## src/rtl/cc_usequencer_pkg.sv

```systemverilog
// Shared encodings for the microprogram sequencer: sequencing ops, condition
// selects and PSR flag bit positions.
package cc_usequencer_pkg;

  typedef enum logic [2:0] {
    SEQ_NEXT     = 3'd0,
    SEQ_JUMP     = 3'd1,
    SEQ_CJUMP    = 3'd2,
    SEQ_DISPATCH = 3'd3,
    SEQ_CALL     = 3'd4,
    SEQ_RET      = 3'd5,
    SEQ_WAIT     = 3'd6,
    SEQ_RSVD     = 3'd7
  } seq_e;

  typedef enum logic [2:0] {
    COND_FALSE = 3'd0,
    COND_N     = 3'd1,
    COND_Z     = 3'd2,
    COND_V     = 3'd3,
    COND_C     = 3'd4,
    COND_BIT13 = 3'd5,
    COND_TRUE  = 3'd6,
    COND_LT    = 3'd7
  } cond_e;

  localparam int unsigned FLAG_N = 3;
  localparam int unsigned FLAG_Z = 2;
  localparam int unsigned FLAG_V = 1;
  localparam int unsigned FLAG_C = 0;

endpackage

```

## src/rtl/cc_usequencer_if.sv

```systemverilog
// Microword / status bundle between the control store side and the sequencer.
interface cc_usequencer_if #(
  parameter int unsigned ADDR_W     = 11,
  parameter int unsigned DISPATCH_W = 8,
  parameter int unsigned FLAG_W     = 4,
  parameter int unsigned DEPTH_W    = 3
);
  logic [2:0]            cc_usequencer_Seq_InBUS;
  logic [2:0]            cc_usequencer_Cond_InBUS;
  logic [ADDR_W-1:0]     cc_usequencer_JumpAddr_InBUS;
  logic [DISPATCH_W-1:0] cc_usequencer_Dispatch_InBUS;
  logic                  cc_usequencer_Bit13_In;
  logic [FLAG_W-1:0]     cc_usequencer_Flags_InBUS;
  logic                  cc_usequencer_SetCond_In;
  logic                  cc_usequencer_ACK_In;
  logic [ADDR_W-1:0]     cc_usequencer_Addr_OutBUS;
  logic [FLAG_W-1:0]     cc_usequencer_Flags_OutBUS;
  logic                  cc_usequencer_Waiting_Out;
  logic [DEPTH_W-1:0]    cc_usequencer_Depth_OutBUS;
  logic                  cc_usequencer_StackErr_Out;

  modport master (
    output cc_usequencer_Seq_InBUS, cc_usequencer_Cond_InBUS, cc_usequencer_JumpAddr_InBUS,
           cc_usequencer_Dispatch_InBUS, cc_usequencer_Bit13_In, cc_usequencer_Flags_InBUS,
           cc_usequencer_SetCond_In, cc_usequencer_ACK_In,
    input  cc_usequencer_Addr_OutBUS, cc_usequencer_Flags_OutBUS, cc_usequencer_Waiting_Out,
           cc_usequencer_Depth_OutBUS, cc_usequencer_StackErr_Out
  );

  modport slave (
    input  cc_usequencer_Seq_InBUS, cc_usequencer_Cond_InBUS, cc_usequencer_JumpAddr_InBUS,
           cc_usequencer_Dispatch_InBUS, cc_usequencer_Bit13_In, cc_usequencer_Flags_InBUS,
           cc_usequencer_SetCond_In, cc_usequencer_ACK_In,
    output cc_usequencer_Addr_OutBUS, cc_usequencer_Flags_OutBUS, cc_usequencer_Waiting_Out,
           cc_usequencer_Depth_OutBUS, cc_usequencer_StackErr_Out
  );
endinterface

```

## src/rtl/cc_ustack.sv

```systemverilog
// Return-address LIFO with a registered occupancy counter. Overflowing pushes
// and underflowing pops are ignored; the caller decides how to flag them.
module cc_ustack #(
  parameter int unsigned DEPTH   = 4,
  parameter int unsigned DATA_W  = 11,
  parameter int unsigned DEPTH_W = 3
) (
  input  logic              clk,
  input  logic              rst,
  input  logic              push,
  input  logic              pop,
  input  logic [DATA_W-1:0] push_data,
  output logic [DATA_W-1:0] top_data_c,
  output logic              full_c,
  output logic              empty_c,
  output logic [DEPTH_W-1:0] depth
);
  localparam int unsigned IDX_W = (DEPTH > 1) ? $clog2(DEPTH) : 1;

  logic [DATA_W-1:0]  mem [DEPTH];
  logic [DEPTH_W-1:0] depth_q;
  logic [IDX_W-1:0]   wr_idx;
  logic [IDX_W-1:0]   rd_idx;
  logic               push_ok;
  logic               pop_ok;

  assign full_c  = (depth_q == DEPTH_W'(DEPTH));
  assign empty_c = (depth_q == '0);
  assign push_ok = push & ~full_c;
  assign pop_ok  = pop & ~empty_c;
  assign wr_idx  = IDX_W'(depth_q);
  assign rd_idx  = IDX_W'(depth_q - DEPTH_W'(1));
  assign top_data_c = mem[rd_idx];
  assign depth   = depth_q;

  always_ff @(posedge clk or posedge rst) begin
    if (rst) begin
      depth_q <= '0;
    end else if (push_ok) begin
      depth_q <= depth_q + DEPTH_W'(1);
    end else if (pop_ok) begin
      depth_q <= depth_q - DEPTH_W'(1);
    end
  end

  // Contents are don't-care after reset, so the storage carries no reset.
  always_ff @(posedge clk) begin
    if (push_ok) begin
      mem[wr_idx] <= push_data;
    end
  end

endmodule

```

## src/rtl/cc_usequencer.sv

```systemverilog
// Microprogram sequencer: registered micro-PC and PSR, branch evaluation,
// subroutine call/return via cc_ustack, and a WAIT stall on memory ACK.
module cc_usequencer
  import cc_usequencer_pkg::*;
#(
  parameter int unsigned ADDR_W      = 11,
  parameter int unsigned DISPATCH_W  = 8,
  parameter int unsigned FLAG_W      = 4,
  parameter int unsigned STACK_DEPTH = 4,
  parameter int unsigned DEPTH_W     = 3
) (
  input  logic cc_usequencer_CLOCK_50,
  input  logic cc_usequencer_RESET_InHigh,
  cc_usequencer_if.slave bus
);
  localparam int unsigned PAD_W = ADDR_W - DISPATCH_W - 1;

  logic [ADDR_W-1:0] addr_q;
  logic [ADDR_W-1:0] addr_d;
  logic [ADDR_W-1:0] incr_c;
  logic [ADDR_W-1:0] disp_c;
  logic [ADDR_W-1:0] top_c;
  logic [FLAG_W-1:0] psr_q;
  logic              err_q;
  logic              err_set_c;
  logic              cond_c;
  logic              push_c;
  logic              pop_c;
  logic              full_c;
  logic              empty_c;
  logic              ack;
  seq_e              seq;
  cond_e             cond;

  assign seq    = seq_e'(bus.cc_usequencer_Seq_InBUS);
  assign cond   = cond_e'(bus.cc_usequencer_Cond_InBUS);
  assign ack    = bus.cc_usequencer_ACK_In;
  assign incr_c = addr_q + ADDR_W'(1);
  assign disp_c = (ADDR_W'(1) << (ADDR_W - 1))
                | (ADDR_W'(bus.cc_usequencer_Dispatch_InBUS) << PAD_W);

  // Branch conditions always look at the PSR as it stood before this edge.
  always_comb begin
    cond_c = 1'b0;
    case (cond)
      COND_FALSE: cond_c = 1'b0;
      COND_N:     cond_c = psr_q[FLAG_N];
      COND_Z:     cond_c = psr_q[FLAG_Z];
      COND_V:     cond_c = psr_q[FLAG_V];
      COND_C:     cond_c = psr_q[FLAG_C];
      COND_BIT13: cond_c = bus.cc_usequencer_Bit13_In;
      COND_TRUE:  cond_c = 1'b1;
      COND_LT:    cond_c = psr_q[FLAG_N] ^ psr_q[FLAG_V];
      default:    cond_c = 1'b0;
    endcase
  end

  always_comb begin
    addr_d    = incr_c;
    push_c    = 1'b0;
    pop_c     = 1'b0;
    err_set_c = 1'b0;
    case (seq)
      SEQ_NEXT:     addr_d = incr_c;
      SEQ_JUMP:     addr_d = bus.cc_usequencer_JumpAddr_InBUS;
      SEQ_CJUMP:    addr_d = cond_c ? bus.cc_usequencer_JumpAddr_InBUS : incr_c;
      SEQ_DISPATCH: addr_d = disp_c;
      SEQ_CALL: begin
        addr_d = bus.cc_usequencer_JumpAddr_InBUS;
        if (full_c) err_set_c = 1'b1;
        else        push_c    = 1'b1;
      end
      SEQ_RET: begin
        if (empty_c) begin
          addr_d    = '0;
          err_set_c = 1'b1;
        end else begin
          addr_d = top_c;
          pop_c  = 1'b1;
        end
      end
      SEQ_WAIT:     addr_d = ack ? incr_c : addr_q;
      SEQ_RSVD:     addr_d = incr_c;
      default:      addr_d = incr_c;
    endcase
  end

  always_ff @(posedge cc_usequencer_CLOCK_50 or posedge cc_usequencer_RESET_InHigh) begin
    if (cc_usequencer_RESET_InHigh) begin
      addr_q <= '0;
      psr_q  <= '0;
      err_q  <= 1'b0;
    end else begin
      addr_q <= addr_d;
      if (bus.cc_usequencer_SetCond_In) psr_q <= bus.cc_usequencer_Flags_InBUS;
      if (err_set_c) err_q <= 1'b1;
    end
  end

  cc_ustack #(
    .DEPTH   (STACK_DEPTH),
    .DATA_W  (ADDR_W),
    .DEPTH_W (DEPTH_W)
  ) u_stack (
    .clk        (cc_usequencer_CLOCK_50),
    .rst        (cc_usequencer_RESET_InHigh),
    .push       (push_c),
    .pop        (pop_c),
    .push_data  (incr_c),
    .top_data_c (top_c),
    .full_c     (full_c),
    .empty_c    (empty_c),
    .depth      (bus.cc_usequencer_Depth_OutBUS)
  );

  assign bus.cc_usequencer_Addr_OutBUS  = addr_q;
  assign bus.cc_usequencer_Flags_OutBUS = psr_q;
  assign bus.cc_usequencer_StackErr_Out = err_q;
  assign bus.cc_usequencer_Waiting_Out  = (seq == SEQ_WAIT) & ~ack;

endmodule

```

## src/flat_wrapper.sv

```systemverilog
// flat-port wrapper written by rule: the top's interface ports become plain ports
module cc_usequencer_flat import cc_usequencer_pkg::*;
#(
  parameter int unsigned ADDR_W      = 11,
  parameter int unsigned DISPATCH_W  = 8,
  parameter int unsigned FLAG_W      = 4,
  parameter int unsigned STACK_DEPTH = 4,
  parameter int unsigned DEPTH_W     = 3
)
  (cc_usequencer_CLOCK_50, cc_usequencer_RESET_InHigh, bus_cc_usequencer_Seq_InBUS, bus_cc_usequencer_Cond_InBUS, bus_cc_usequencer_JumpAddr_InBUS, bus_cc_usequencer_Dispatch_InBUS, bus_cc_usequencer_Bit13_In, bus_cc_usequencer_Flags_InBUS, bus_cc_usequencer_SetCond_In, bus_cc_usequencer_ACK_In, bus_cc_usequencer_Addr_OutBUS, bus_cc_usequencer_Flags_OutBUS, bus_cc_usequencer_Waiting_Out, bus_cc_usequencer_Depth_OutBUS, bus_cc_usequencer_StackErr_Out);
  cc_usequencer_if #(.ADDR_W(ADDR_W), .DISPATCH_W(DISPATCH_W), .FLAG_W(FLAG_W), .DEPTH_W(DEPTH_W)) bus_i ();
  input  logic cc_usequencer_CLOCK_50;
  input  logic cc_usequencer_RESET_InHigh;
  input wire logic [$bits(bus_i.cc_usequencer_Seq_InBUS)-1:0] bus_cc_usequencer_Seq_InBUS;
  input wire logic [$bits(bus_i.cc_usequencer_Cond_InBUS)-1:0] bus_cc_usequencer_Cond_InBUS;
  input wire logic [$bits(bus_i.cc_usequencer_JumpAddr_InBUS)-1:0] bus_cc_usequencer_JumpAddr_InBUS;
  input wire logic [$bits(bus_i.cc_usequencer_Dispatch_InBUS)-1:0] bus_cc_usequencer_Dispatch_InBUS;
  input wire logic [$bits(bus_i.cc_usequencer_Bit13_In)-1:0] bus_cc_usequencer_Bit13_In;
  input wire logic [$bits(bus_i.cc_usequencer_Flags_InBUS)-1:0] bus_cc_usequencer_Flags_InBUS;
  input wire logic [$bits(bus_i.cc_usequencer_SetCond_In)-1:0] bus_cc_usequencer_SetCond_In;
  input wire logic [$bits(bus_i.cc_usequencer_ACK_In)-1:0] bus_cc_usequencer_ACK_In;
  output wire logic [$bits(bus_i.cc_usequencer_Addr_OutBUS)-1:0] bus_cc_usequencer_Addr_OutBUS;
  output wire logic [$bits(bus_i.cc_usequencer_Flags_OutBUS)-1:0] bus_cc_usequencer_Flags_OutBUS;
  output wire logic [$bits(bus_i.cc_usequencer_Waiting_Out)-1:0] bus_cc_usequencer_Waiting_Out;
  output wire logic [$bits(bus_i.cc_usequencer_Depth_OutBUS)-1:0] bus_cc_usequencer_Depth_OutBUS;
  output wire logic [$bits(bus_i.cc_usequencer_StackErr_Out)-1:0] bus_cc_usequencer_StackErr_Out;
  assign bus_i.cc_usequencer_Seq_InBUS = bus_cc_usequencer_Seq_InBUS;
  assign bus_i.cc_usequencer_Cond_InBUS = bus_cc_usequencer_Cond_InBUS;
  assign bus_i.cc_usequencer_JumpAddr_InBUS = bus_cc_usequencer_JumpAddr_InBUS;
  assign bus_i.cc_usequencer_Dispatch_InBUS = bus_cc_usequencer_Dispatch_InBUS;
  assign bus_i.cc_usequencer_Bit13_In = bus_cc_usequencer_Bit13_In;
  assign bus_i.cc_usequencer_Flags_InBUS = bus_cc_usequencer_Flags_InBUS;
  assign bus_i.cc_usequencer_SetCond_In = bus_cc_usequencer_SetCond_In;
  assign bus_i.cc_usequencer_ACK_In = bus_cc_usequencer_ACK_In;
  assign bus_cc_usequencer_Addr_OutBUS = bus_i.cc_usequencer_Addr_OutBUS;
  assign bus_cc_usequencer_Flags_OutBUS = bus_i.cc_usequencer_Flags_OutBUS;
  assign bus_cc_usequencer_Waiting_Out = bus_i.cc_usequencer_Waiting_Out;
  assign bus_cc_usequencer_Depth_OutBUS = bus_i.cc_usequencer_Depth_OutBUS;
  assign bus_cc_usequencer_StackErr_Out = bus_i.cc_usequencer_StackErr_Out;
  cc_usequencer #(.ADDR_W(ADDR_W), .DISPATCH_W(DISPATCH_W), .FLAG_W(FLAG_W), .STACK_DEPTH(STACK_DEPTH), .DEPTH_W(DEPTH_W)) u_core (.cc_usequencer_CLOCK_50(cc_usequencer_CLOCK_50), .cc_usequencer_RESET_InHigh(cc_usequencer_RESET_InHigh), .bus(bus_i));
endmodule
```

## config.mk

```make
export PLATFORM = sky130hd
export DESIGN_NAME = cc_usequencer_flat
export DESIGN_NICKNAME = d
export VERILOG_FILES = /design/src/rtl/cc_usequencer_pkg.sv /design/src/rtl/cc_usequencer_if.sv /design/src/rtl/cc_ustack.sv /design/src/rtl/cc_usequencer.sv /design/src/flat_wrapper.sv
export SDC_FILE = /design/constraint.sdc
export NUM_CORES = 1
export LEC_CHECK = 0
export CORE_MARGIN = 3
export CORE_UTILIZATION = 50
export CTS_BUF_LIST = sky130_fd_sc_hd__clkbuf_2 sky130_fd_sc_hd__clkbuf_4 sky130_fd_sc_hd__clkbuf_8
export DETAILED_ROUTE_END_ITERATION = 10
export GPL_TIMING_DRIVEN = 0
export HOLD_SLACK_MARGIN = 0.12
export PLACE_DENSITY = 0.81
export SETUP_SLACK_MARGIN = 0.15
export SYNTH_ARGS = -nofsm -noshare
export SYNTH_HDL_FRONTEND = slang
export SYNTH_SLANG_ARGS = --single-unit
```

## constraint.sdc

```tcl
create_clock -name cc_usequencer_CLOCK_50 -period 2.31 [get_ports cc_usequencer_CLOCK_50]
set_input_delay 0.3465 -clock cc_usequencer_CLOCK_50 [delete_from_list [all_inputs] [get_ports cc_usequencer_CLOCK_50]]
set_output_delay 0.3465 -clock cc_usequencer_CLOCK_50 [all_outputs]
set_load 0.02 [all_outputs]
```

==> results by group <==
Timing
  • Final setup viols: 0
  • RSZ-0062 raised after global routing: false
  • Fin Setup TNS: 0 ps
  • Skew final: 9.025 ps
  • Pins Over Slew Limit: 0
  • Final worst-path cycle share: around nine tenths
  • Slew at the pin closest to its max-slew limit: a little under 800 ps
  • Final Hold Fails: 0
  • Max frequency: approximately 0.49 GHz
  • Fin Hold WS: around 450 ps
  • Minimum clock period after layout: 2049 ps
  • Worst slew margin: 47.59%

Die
  • Starting Density: 53.10%
  • Core area: 0.006531 mm^2
  • Cell Rows: 29
  • # IOs: 54
  • Horiz. Die Dim: between 80 and 90 um
  • Die H: around 89 um
  • Die area: ~0.008 mm^2

Clock network
  • Clock Root Buffer: clkbuf_8
  • Clock buffer count from CTS: 9
  • H-tree Lvls: 3
  • Clock sinks: 63
  • CTS tree: done
  • Clock Path Buffers: 2
  • Clk slew on worst S/H paths: approximately 70 ps
  • Worst-Skew Late Latency: approximately 340 ps

Pwr
  • Sequential power share: approximately 37%
  • Leakage power total: between 1.5 and 2 nW
  • Max IR drop VDD: 0.5951 mV
  • Clock group share of total power: between 20 and 25%
  • Pint: about 2.8 mW
  • Sw Ratio: 34.68%
  • Logic pwr share: roughly two fifths
  • Switching power: ~1.5 mW
  • P per Cell Area: approximately 980 mW/mm^2

Cells and area
  • Fin nets: 397
  • Layout cell share with drive strength beyond 1: just over 20%
  • Most frequent cells in the layout: clkdlybuf4s50_1 (51), edfxtp_1 (44), nand3_1 (22)
  • Final Non-Filler Cells: about 440
  • Finished Cell Area: 0.004419 mm^2
  • P&R area growth vs syn: 27.42%
  • # diodes: 0
  • Commonest non-fill, non-tap cell in the layout: clkdlybuf4s50_1
  • Final core utilization: between 60% and 70%

Drt
  • Vias per inst: 6.563
  • DRC: 0
  • Detailed-route via count: 2881
  • Post-DRT Antenna Nets: 0
  • Drt total wl: 9030 um
  • Starting DRT DRC Count: 270
  • Pre-Repair DR Iteration Count: 5
  • DR WL/cell: 20.57 um

Place
  • Placer Congestion: 0.8721
  • I/O Buffers: 53
  • Hpwl dp: around 6400 um
  • Placed Area: approximately 0.0041 mm^2
  • Placed insts: 416

Outcome
  • Status: completed

GRT
  • Vias in the first global route: 2705
  • Largest net degree at the start of global routing: 20
  • GRT overflow: 0
  • First-pass GRT wire length: ~14000 um
  • Total track usage: between 20% and 30%
  • Antenna violations before repair: 0

Yosys
  • Most area-consuming cells after synthesis: edfxtp_1 (38%), dfrtp_1 (14%), mux4_2 (6.5%)
  • Library cells used by synthesis: about 60
  • Compound-Gate Fraction of Synth Area: 14.47%
  • Post-synthesis xor/xnor area fraction: approximately 2.2%
  • Seq/Total Area, Yosys: roughly half
  • #FFs+latches synth: 63
  • Post-synthesis simple-gate area fraction: 14.79%
  • Mapped Area: roughly 0.0035 mm^2
  • Synthesized Nets: between 300 and 400
  • Average size of a mapped cell: 12.13 um^2
  • Multiplexer share of the synthesized area: a little under a tenth
  • Fraction of registers with async set/reset: just over 30%
  • Largest family of logic cells by synthesized area: simple AND/OR/NAND/NOR gates
  • Area leader, netlist: edfxtp_1
  • Top-area cell type share of the netlist area: 38.10%
  • Post-synth top flop: edfxtp_1
  • Synth warnings: 0
  • Adder-cell share of the synthesized area: under 10%
  • Mapped Cells: approximately 290
  • EDFF count, synth: 44

Setup path
  • Reg2Reg Launch Point: u_core.bus.cc_usequencer_Addr_OutBUS[0]
  • Startpoint Class: primary input
  • CP arrival: 2060 ps
  • CP required: approximately 2300 ps
  • Crit Path Max Fanout: 11
  • CP startpoint: bus_cc_usequencer_Seq_InBUS[0]
  • Crit Path Category: primary input to flip-flop
  • CP endpoint kind: flip-flop
  • R2R cell count: 6

Job
  • Maxcap violations: 0

Worst hold path
  • Hold Path Class: primary input to async pin
## power groups by stage
stage	logic, mW	clock network [mW]	registers, mW
after floorplan	0.910	0	1.71
final	1.77	0.964	1.60
after global placement	1.52	0	1.63
after detailed placement	1.58	0	1.64
after CTS	1.69	0.983	1.60
after global routing	1.89	1.02	1.62
## sequential cells by signal (all words and copies together) (netlist names)
| register | count |
|---|---|
| u_core.bus.cc_usequencer_Addr_OutBUS | 11 |
| u_core.bus.cc_usequencer_Flags_OutBUS | 4 |
| u_core.bus.cc_usequencer_StackErr_Out | 1 |
| u_core.u_stack.depth | 3 |
| u_core.u_stack.mem | 44 |
## cell usage after synthesis, types with 4 or more instances
cell type  number
edfxtp_1       44
nand3_1        22
dfrtp_1        19
a21oi_1        14
nand2_1        14
inv_1          12
nand4_1        12
nor2_1         11
mux4_2         10
o21ai_0        10
o22ai_1         9
o211ai_1        7
a31oi_1         6
clkbuf_1        6
ha_1            6
clkbuf_8        5
mux2_2          5
xnor2_1         5
and2_1          4
nor3_1          4
nor3_2          4
o2111ai_1       4
o31ai_1         4
or3_1           4
## layer usage
layer / GRT usage [%] / routed length, um / up-vias
li1: - / - / 1262
met5: 0 / 0 / -
met2: 37.98 / 4142 / 193
met1: 31.31 / 3788 / 1392
met3: 4.793 / 813 / 34
met4: 10.15 / 286 / 0
## area by class of cell
| cell class | count | area (um^2) |
|---|---|---|
| well taps | 77 | 96.34 |
| inverters | 14 | 52.55 |
| plain buffers | 16 | 157.7 |
| fillers | 481 | 2112 |
| flip-flops and latches | 63 | 1798 |
| clock inverters | 5 | 56.30 |
| repair buffers | 60 | 593.1 |
| clock buffers | 11 | 145.1 |
| multi-input cells | 193 | 1520 |
## critical path, stage by stage
cell and delay [ps]:
clkdlybuf4s50_1 460, buf_4 210, nand2b_1 210, a211oi_2 410
and2_2 420
## repair_timing
| action | in CTS | in global routing |
|---|---|---|
| hold buffers | 0 | 0 |
| resized for setup | 10 | 4 |
| endpoints found under the setup margin | 56 | 8 |
| pin swaps | 1 | 2 |
| hold endpoints to repair | 0 | 0 |
| setup buffers | 4 | 3 |
## worst paths after layout
path                                                                       to  slack, ps
worst max-delay path                                 u_core.u_stack.mem[2][8]        260
max in group asynchronous                             u_core.u_stack.depth[0]       1320
worst min-delay path                 u_core.bus.cc_usequencer_Addr_OutBUS[10]        450
worst min register to register          u_core.bus.cc_usequencer_StackErr_Out        480
min in group cc_usequencer_CLOCK_50     u_core.bus.cc_usequencer_StackErr_Out        480
worst max register to register       u_core.bus.cc_usequencer_Addr_OutBUS[10]        280
## through the flow
| stage | power [mW] | worst slack [ps] |
|---|---|---|
| finish | 4.338 | 261.1 |
| global route | 4.534 | 169.1 |
| CTS | 4.275 | 152.9 |
| detailed placement | 3.215 | -334.6 |
| global placement | 3.144 | -277.2 |
| floorplan | 2.619 | 162.7 |
## cells by family (layout without fill, tap and decap cells)
logic type	count (synthesis)	after routing
simple gates	88	88
compound gates	74	74
flops	63	63
buf+inv	30	106
mux	17	17
xor+xnor	8	8
fa+ha+maj	6	6
No activity file was read; power rests on OpenSTA's default activity.
